<file path="src/rtl/rx_align_ctrl.sv">
`default_nettype none
// +--------------------------------------------------------------------------+
// | Module   : rx_align_ctrl                                                 |
// | Purpose  : Word-alignment training controller for the LVDS 7:1 receive   |
// |            path. Compares the deserialized clock-lane word against the   |
// |            known clock pattern and issues single-cycle bit-slip commands |
// |            until the pattern is found. Once aligned it enables the RX    |
// |            sync stage, monitors alignment and re-trains on lock loss.    |
// | Ports    : WCLK        word clock (only clock)                          |
// |            RESET       asynchronous active-low reset                    |
// |            START       level, starts training in IDLE or FAIL           |
// |            DATA_VALID  qualifies CLK_WORD                               |
// |            CLK_WORD    deserialized clock-lane word [6:0]               |
// |            BITSLIP     one-cycle slip command                           |
// |            SYNC_EN     sync-stage enable, high while locked             |
// |            ALIGN_DONE  high while locked                                |
// |            ALIGN_FAIL  high while in FAIL                               |
// |            LOCK_LOST   one-cycle pulse on LOCKED->SETTLE                |
// |            SLIP_CNT    slips issued in the current sweep [2:0]          |
// |            STATE       current state [2:0]                              |
// | Revision : 1.0  initial release                                          |
// +--------------------------------------------------------------------------+
module rx_align_ctrl #(
   parameter logic [6:0] PATTERN        = 7'b1100011,
   parameter int         SETTLE_CYCLES  = 8,
   parameter int         CHECK_WORDS    = 4,
   parameter int         MISMATCH_LIMIT = 3,
   parameter int         MAX_SLIPS      = 6
) (
   input  logic       WCLK,
   input  logic       RESET,
   input  logic       START,
   input  logic       DATA_VALID,
   input  logic [6:0] CLK_WORD,
   output logic       BITSLIP,
   output logic       SYNC_EN,
   output logic       ALIGN_DONE,
   output logic       ALIGN_FAIL,
   output logic       LOCK_LOST,
   output logic [2:0] SLIP_CNT,
   output logic [2:0] STATE
);

   // Terminal counts: each counter counts from 0, so the transition fires
   // when the counter already holds the last value before the limit.
   localparam logic [7:0] c_SETTLE_LAST = 8'(SETTLE_CYCLES - 1);
   localparam logic [3:0] c_CHECK_LAST  = 4'(CHECK_WORDS - 1);
   localparam logic [3:0] c_MISS_LAST   = 4'(MISMATCH_LIMIT - 1);
   localparam logic [2:0] c_MAX_SLIPS   = 3'(MAX_SLIPS);

   typedef enum logic [2:0] {
      ST_IDLE   = 3'd0,
      ST_SETTLE = 3'd1,
      ST_CHECK  = 3'd2,
      ST_SLIP   = 3'd3,
      ST_LOCKED = 3'd4,
      ST_FAIL   = 3'd5
   } state_t;

   state_t     r_state,      w_state_nxt;
   logic [7:0] r_settle_cnt, w_settle_nxt;
   logic [3:0] r_match_cnt,  w_match_nxt;
   logic [3:0] r_miss_cnt,   w_miss_nxt;
   logic [2:0] r_slip_cnt,   w_slip_nxt;
   logic       r_lock_lost,  w_lock_lost_nxt;

   logic       w_word_hit;
   logic       w_word_miss;

   assign w_word_hit  = DATA_VALID && (CLK_WORD == PATTERN);
   assign w_word_miss = DATA_VALID && (CLK_WORD != PATTERN);

   always_ff @(posedge WCLK or negedge RESET) begin
      if (!RESET) begin
         r_state      <= ST_IDLE;
         r_settle_cnt <= 8'd0;
         r_match_cnt  <= 4'd0;
         r_miss_cnt   <= 4'd0;
         r_slip_cnt   <= 3'd0;
         r_lock_lost  <= 1'b0;
      end else begin
         r_state      <= w_state_nxt;
         r_settle_cnt <= w_settle_nxt;
         r_match_cnt  <= w_match_nxt;
         r_miss_cnt   <= w_miss_nxt;
         r_slip_cnt   <= w_slip_nxt;
         r_lock_lost  <= w_lock_lost_nxt;
      end
   end

   always_comb begin
      w_state_nxt     = r_state;
      w_settle_nxt    = r_settle_cnt;
      w_match_nxt     = r_match_cnt;
      w_miss_nxt      = r_miss_cnt;
      w_slip_nxt      = r_slip_cnt;
      w_lock_lost_nxt = 1'b0;

      case (r_state)
         ST_IDLE, ST_FAIL: begin
            // SLIP_CNT holds in FAIL so the failed sweep stays visible.
            if (START) begin
               w_state_nxt  = ST_SETTLE;
               w_settle_nxt = 8'd0;
               w_match_nxt  = 4'd0;
               w_slip_nxt   = 3'd0;
            end
         end

         ST_SETTLE: begin
            if (r_settle_cnt == c_SETTLE_LAST) begin
               w_state_nxt  = ST_CHECK;
               w_settle_nxt = 8'd0;
               w_match_nxt  = 4'd0;
            end else begin
               w_settle_nxt = r_settle_cnt + 8'd1;
            end
         end

         ST_CHECK: begin
            if (w_word_hit) begin
               if (r_match_cnt == c_CHECK_LAST) begin
                  w_state_nxt = ST_LOCKED;
                  w_match_nxt = 4'd0;
                  w_miss_nxt  = 4'd0;
               end else begin
                  w_match_nxt = r_match_cnt + 4'd1;
               end
            end else if (w_word_miss) begin
               // Slips are only entered below the limit, so SLIP_CNT
               // can never pass MAX_SLIPS or wrap.
               if (r_slip_cnt < c_MAX_SLIPS) begin
                  w_state_nxt = ST_SLIP;
               end else begin
                  w_state_nxt = ST_FAIL;
               end
            end
         end

         ST_SLIP: begin
            w_state_nxt  = ST_SETTLE;
            w_settle_nxt = 8'd0;
            w_slip_nxt   = r_slip_cnt + 3'd1;
         end

         ST_LOCKED: begin
            if (w_word_hit) begin
               w_miss_nxt = 4'd0;
            end else if (w_word_miss) begin
               if (r_miss_cnt == c_MISS_LAST) begin
                  w_state_nxt     = ST_SETTLE;
                  w_settle_nxt    = 8'd0;
                  w_miss_nxt      = 4'd0;
                  w_slip_nxt      = 3'd0;
                  w_lock_lost_nxt = 1'b1;
               end else begin
                  w_miss_nxt = r_miss_cnt + 4'd1;
               end
            end
         end

         default: begin
            w_state_nxt = ST_IDLE;
         end
      endcase
   end

   // Decoded from the state register only; an asynchronous reset forces
   // ST_IDLE, so a reset landing in ST_SLIP drops BITSLIP at once.
   assign BITSLIP    = (r_state == ST_SLIP);
   assign SYNC_EN    = (r_state == ST_LOCKED);
   assign ALIGN_DONE = (r_state == ST_LOCKED);
   assign ALIGN_FAIL = (r_state == ST_FAIL);
   assign LOCK_LOST  = r_lock_lost;
   assign SLIP_CNT   = r_slip_cnt;
   assign STATE      = r_state;

endmodule
`default_nettype wire

</file>
<file path="config.mk">
export PLATFORM = sky130hd
export DESIGN_NAME = rx_align_ctrl
export DESIGN_NICKNAME = d
export VERILOG_FILES = /design/src/rtl/rx_align_ctrl.sv
export SDC_FILE = /design/constraint.sdc
export NUM_CORES = 1
export LEC_CHECK = 0
export BUFFER_PORTS_ARGS = -buffer_cell sky130_fd_sc_hd__buf_4
export CAP_MARGIN = 20
export CELL_PAD_IN_SITES_DETAIL_PLACEMENT = 1
export CELL_PAD_IN_SITES_GLOBAL_PLACEMENT = 2
export CORE_ASPECT_RATIO = 0.5
export CORE_MARGIN = 3
export CORE_UTILIZATION = 36
export DETAILED_ROUTE_END_ITERATION = 6
export GPL_TIMING_DRIVEN = 0
export HOLD_SLACK_MARGIN = 0.05
export PLACE_DENSITY_LB_ADDON = 0.08
export SYNTH_ARGS = -nofsm -noshare
export SYNTH_HDL_FRONTEND = slang
export SYNTH_SLANG_ARGS = --single-unit
</file>
<file path="constraint.sdc">
create_clock -name WCLK -period 6.95 [get_ports WCLK]
set_clock_uncertainty 0.15 [all_clocks]
set_input_delay 1.0425 -clock WCLK [delete_from_list [all_inputs] [get_ports WCLK]]
set_output_delay 1.0425 -clock WCLK [all_outputs]
set_load 0.01 [all_outputs]
</file>
# [Word-level counts from Yosys, hierarchy flattened]
# Cells that the tools add are included.
[classes] addsub=4 magnitude_cmp=1 eq_ne=20 n_mux=36 n_reduce_logical=13
[ops] operator="$mux 8" n=5
[ops] operator="$mux 3" n=13
[ops] operator="$mux 4" n=9
[ops] operator="$pmux 8 s4" n=1
[ops] operator="$pmux 3 s5" n=1
[ops] operator="$pmux 4 s3" n=1
[ops] operator="$ne 2x2->1 const B" n=5
[ops] operator="$reduce_and 5->1" n=2
[ops] operator="$pmux 3 s3" n=1
[ops] operator="$add 4x1->4 const B" n=2
[ops] operator="$add 8x1->8 const B" n=1
[ops] operator="$eq 4x2->1 const B" n=2
[ops] operator="$eq 8x3->1 const B" n=1
[ops] operator="$pmux 4 s2" n=1
[ops] operator="$reduce_and 4->1" n=2
[ops] operator="$eq 7x7->1 const B" n=1
[ops] operator="$ne 7x7->1 const B" n=1
[ops] operator="$reduce_and 7->1" n=1
[ops] operator="$eq 3x2->1 const B" n=2
[ops] operator="$eq 3x3->1 const B" n=2
[ops] operator="$ne 3x3->1 const B" n=2
[ops] operator="$reduce_bool 3->1" n=2
[ops] operator="$mux 1" n=4
[ops] operator="$ne 2x1->1 const B" n=2
[ops] operator="9 further kinds" n=10
[totals] regBits=23 out_inout_bits=11 elab_cells=80

# [Depth between registers and ports, before layout]
[depth] ltp_word=5 ltp_mapped=7

# [Worst setup path after synthesis]
# No wires, ideal clock.
[synth_path] kind="in2reg" start="input CLK_WORD[2]" end="register r_match_cnt[3]" setup_time_ns=0.066 arrival_time_ns=2.414 required_time_ns=6.734 setup_slack_ns=4.320 cell_stages=5 path_cell_list="and4b_1 nand4_1 a211o_1 or4_1 nand2_1"
[synth_between] elab_chain_len=4
[synth_lines] element="start: declaration" line="34" text="input logic [6:0] CLK_WORD,"
[synth_lines] element="$eq 7x7->1" line="70" text="assign w_word_hit = DATA_VALID && (CLK_WORD == PATTERN);"
[synth_lines] element="$logic_and 1x1->1" line="70"
[synth_lines] element="$ne 2x2->1 (no source line)"
[synth_lines] element="$reduce_and 4->1 (no source line)"
[synth_lines] element="end signal: assignment" line="84" text="r_match_cnt <= w_match_nxt;"
[synth_lines] element="end: declaration" line="62" text="logic [3:0] r_match_cnt, w_match_nxt;"
# Every way passes these cells.
# A chain may end at the register's enable or synchronous reset.

# [Final worst setup path]
[layout_path] start="register r_state[0], in the netlist STATE[0]" end="register r_state[2], in the netlist STATE[2]"
[layout_between] elab_chain_len=4
[layout_lines] element="start: declaration" line="60" text="state_t r_state, w_state_nxt;"
[layout_lines] element="start signal: assignment" line="82" text="r_state <= w_state_nxt;"
[layout_lines] element="$eq 3x3->1 / $logic_not 3->1 (equally long branches)" line="99" text="case (r_state)"
[layout_lines] element="$reduce_or 2->1" line="99"
[layout_lines] element="$ne 2x2->1 (no source line)"
[layout_lines] element="$reduce_and 7->1 (no source line)"
# Parallel ways exist; a longest one is shown, timed or not.

==> results.sh <==
export IMPL_ys_dominant_reg_cell="dfrtp_1"
export IMPL_wl_per_cell_um=15.16
export IMPL_die_width_um=93.13
export IMPL_cts_tree="done"
export IMPL_synth_edf_count=0
export IMPL_hold_violations=0
export IMPL_h_tree_depth=1
export IMPL_antenna_found_initial=0
export IMPL_min_path_type="reg -> reg"
export IMPL_placed_cells=219
export IMPL_fin_total_pwr_w=0.0005380
export IMPL_grt_pass1_wl_mm=5.782
export IMPL_internal_power_w=0.0003107
export IMPL_status="finished, final reports clean"
export IMPL_ys_ff_latch=23
export IMPL_vias=1178
export IMPL_postSynthCellCount=147
export IMPL_dpl_cell_area_um2=1588
export IMPL_drc_errors=0
export IMPL_critPathMaxFanout=10
export IMPL_first_pass_iters=5
export IMPL_critPathSlowestCell="nor3b_1"
export IMPL_ios=22
export IMPL_arrival_ps=2920
export IMPL_overflow=0
export IMPL_drv_cap=0
export IMPL_sequentialPowerShare_pct=35.3
export IMPL_critical_path_startpoint="STATE[0]"
export IMPL_rows=15
export IMPL_grt_usage_pct=15.96
export IMPL_yosysTopAreaCellShare_pct=42.12
export IMPL_synth_avg_cell_area_um2=9.295
export IMPL_critPathKind="reg -> reg"
export IMPL_r2r_start="STATE[0]"
export IMPL_path_clk_slew_ps=90
export IMPL_finalCritPeriodShare_pct=41.80
export IMPL_clkPwrFrac_pct=15.7
export IMPL_cts_root_buffer="clkbuf_8"
export IMPL_gp_congestion=0.7306
export IMPL_drtIter0Drc=36
export IMPL_grt_pass1_vias=1171
export IMPL_period_needed_ps=2905
export IMPL_hold_start="r_match_cnt[1]"
export IMPL_synth_top_area_cell="dfrtp_1"
export IMPL_async_flop_share_pct=100.0
export IMPL_post_cts_setup_buffer_count=0
export IMPL_crit_path_start_kind="register"
export IMPL_synth_area_top_cells="dfrtp_1 42%, o21ai_0 6.2%, ha_1 4.6%"
export IMPL_peakVddDrop_uv=89.28
export IMPL_combPwrFrac_pct=49.0
export IMPL_switching_share_pct=42.24
export IMPL_synth_cell_type_count=45
export IMPL_clock_latency_ps=270
export IMPL_core_um2=3528
export IMPL_numCtsBuffers=3
export IMPL_whs_ps=374.2
export IMPL_die_h_um=49.56
export IMPL_synth_most_common_cell="dfrtp_1"
export IMPL_initial_core_util_pct=38.72
export IMPL_antenna_cells=0
export IMPL_hold_buffers=0
export IMPL_final_nets=189
export IMPL_die_area_um2=4615
export IMPL_fin_cells=223
export IMPL_slew_headroom_pct=43.78
export IMPL_p_switching_w=0.0002273
export IMPL_critPathMaxStageDelay_ps=750
export IMPL_critPathRequiredTime_ps=6960
export IMPL_fmax_ghz=0.3443
export IMPL_syn_to_final_growth_pct=19.51
export IMPL_setup_viol=0
export IMPL_synth_area_um2=1366
export IMPL_ctsResizeCount=0
export IMPL_cp_cell_sequence="clkbuf_1 -> nor3b_1 -> o21ai_0 -> a211oi_1 -> nor3_1 -> mux2_2"
export IMPL_ys_seq_area_share_pct=42.12
export IMPL_clockBufferDepth=2
export IMPL_dp_hpwl_mm=2.589
export IMPL_clock_sinks=23
export IMPL_postRouteAntennaNets=0
export IMPL_drive_above_1_share_pct=19.19
export IMPL_rsz0062_at_grt="false"
export IMPL_worst_pin_slew_ps=841.5
export IMPL_cellPowerDensity_nw_per_um2=329.5
export IMPL_fillers=431
export IMPL_grt_max_degree=24
export IMPL_drt_wl_total_mm=3.381
export IMPL_fin_tns_setup_ps=0
export IMPL_design_area_um2=1633
export IMPL_netlist_top_cells_count="23 x dfrtp_1, 17 x o21ai_0, 12 x nand2_1"
export IMPL_vias_per_cell=5.283
export IMPL_slew_viol_final=0
export IMPL_power_leakage_nw=0.7720
export IMPL_crit_path_end_kind="register"
export IMPL_yosys_warnings=0
export IMPL_numPortBuffers=21
export IMPL_synth_nets=163
## kinds of logic (layout without fill, tap and decap cells)
family	Yosys count	after routing	synth area share (%)
and+or+nand+nor	55	55	23.17
AOI/OAI and AO/OA	47	47	23.08
buffers and inverters	13	38	3.938
DFF	23	23	42.12
muxes	4	4	3.113
adders and majority gates	5	5	4.579
## area by class of cell
type | instances | area, um2 | area share, %
Timing Repair Buffer | 21 | 157.7 | 9.655
Inverter | 8 | 30.03 | 1.839
Sequential cell | 23 | 575.6 | 35.25
Multi-Input combinational cell | 111 | 737.0 | 45.13
Clock buffer | 4 | 45.04 | 2.759
Tap cell | 51 | 63.81 | 3.908
Buffer | 5 | 23.77 | 1.456
## critical path, delay by kind of cell (launching register included)
| family | cells | cell delay, ps |
|---|---|---|
| AND/OR/NAND/NOR | 2 | 900 |
| AO/OA/AOI/OAI | 2 | 820 |
| flip-flops | 1 | 420 |
| multiplexers | 1 | 290 |
| buffers and inverters | 1 | 220 |
## cells in the final DEF (no fill, tap or decap), types with 2 or more instances in the layout
cell type  netlist  final
a21oi_1          5      5
mux2_2           2      2
or4_1            2      2
nor3_1           3      3
nand2_1         12     12
o221ai_1         2      2
nor2_1           8      8
ha_1             5      5
buf_4            1     22
a22o_1           2      2
clkbuf_1         3      4
o211ai_1         2      2
mux2i_1          2      2
nand4_1          3      3
a31oi_1          3      3
inv_1            8      8
o21ai_0         17     17
dfrtp_1         23     23
a21o_1           2      2
clkbuf_8         0      3
o22ai_1          2      2
and2_1           4      4
a211oi_1         2      2
nor2b_1          2      2
nor3b_1          3      3
nand3_1          4      4
and3_1           6      6
## power groups by stage
stage | clock network (W) | registers (W) | logic [W]
4_1_cts | 0.0000878 | 0.000190 | 0.000266
5_1_grt | 0.0000939 | 0.000196 | 0.000297
6_report | 0.0000846 | 0.000190 | 0.000263
3_5_place_dp | 0 | 0.000193 | 0.000266
2_1_floorplan | 0 | 0.000194 | 0.000169
3_3_place_gp | 0 | 0.000192 | 0.000261
## per-layer routing
metal / wire length, um / vias up / global-route usage [%]
met5: 0 / - / 0
met4: 14 / 0 / 3.650
met3: 131 / 2 / 4.726
met2: 1377 / 20 / 22.88
met1: 1858 / 556 / 23.45
li1: - / 600 / -
## sequential cells by signal, indices dropped and copies added, names as in the netlist
name          cells
SLIP_CNT          3
r_settle_cnt      8
STATE             3
r_match_cnt       4
LOCK_LOST         1
r_miss_cnt        4
## stage by stage
step	utilization, %	worst slack, ps
2_1_floorplan	-	4320
3_3_place_gp	45.00	3915
3_5_place_dp	45.00	3954
4_1_cts	46.28	3973
5_1_grt	46.28	3814
6_report	46.28	4045
## worst paths after layout
kind | to | slack [ps] | cells after the start
setup / recovery | STATE[2] | 4050 | 6
hold / removal | r_match_cnt[1] | 370 | 2
setup reg to reg | STATE[2] | 4050 | 6
hold reg to reg | r_match_cnt[1] | 370 | 2
max in group asynchronous | r_settle_cnt[4] | 5900 | 1
min in group asynchronous | r_match_cnt[3] | 500 | 1
Power figures use the tool's default switching activity.
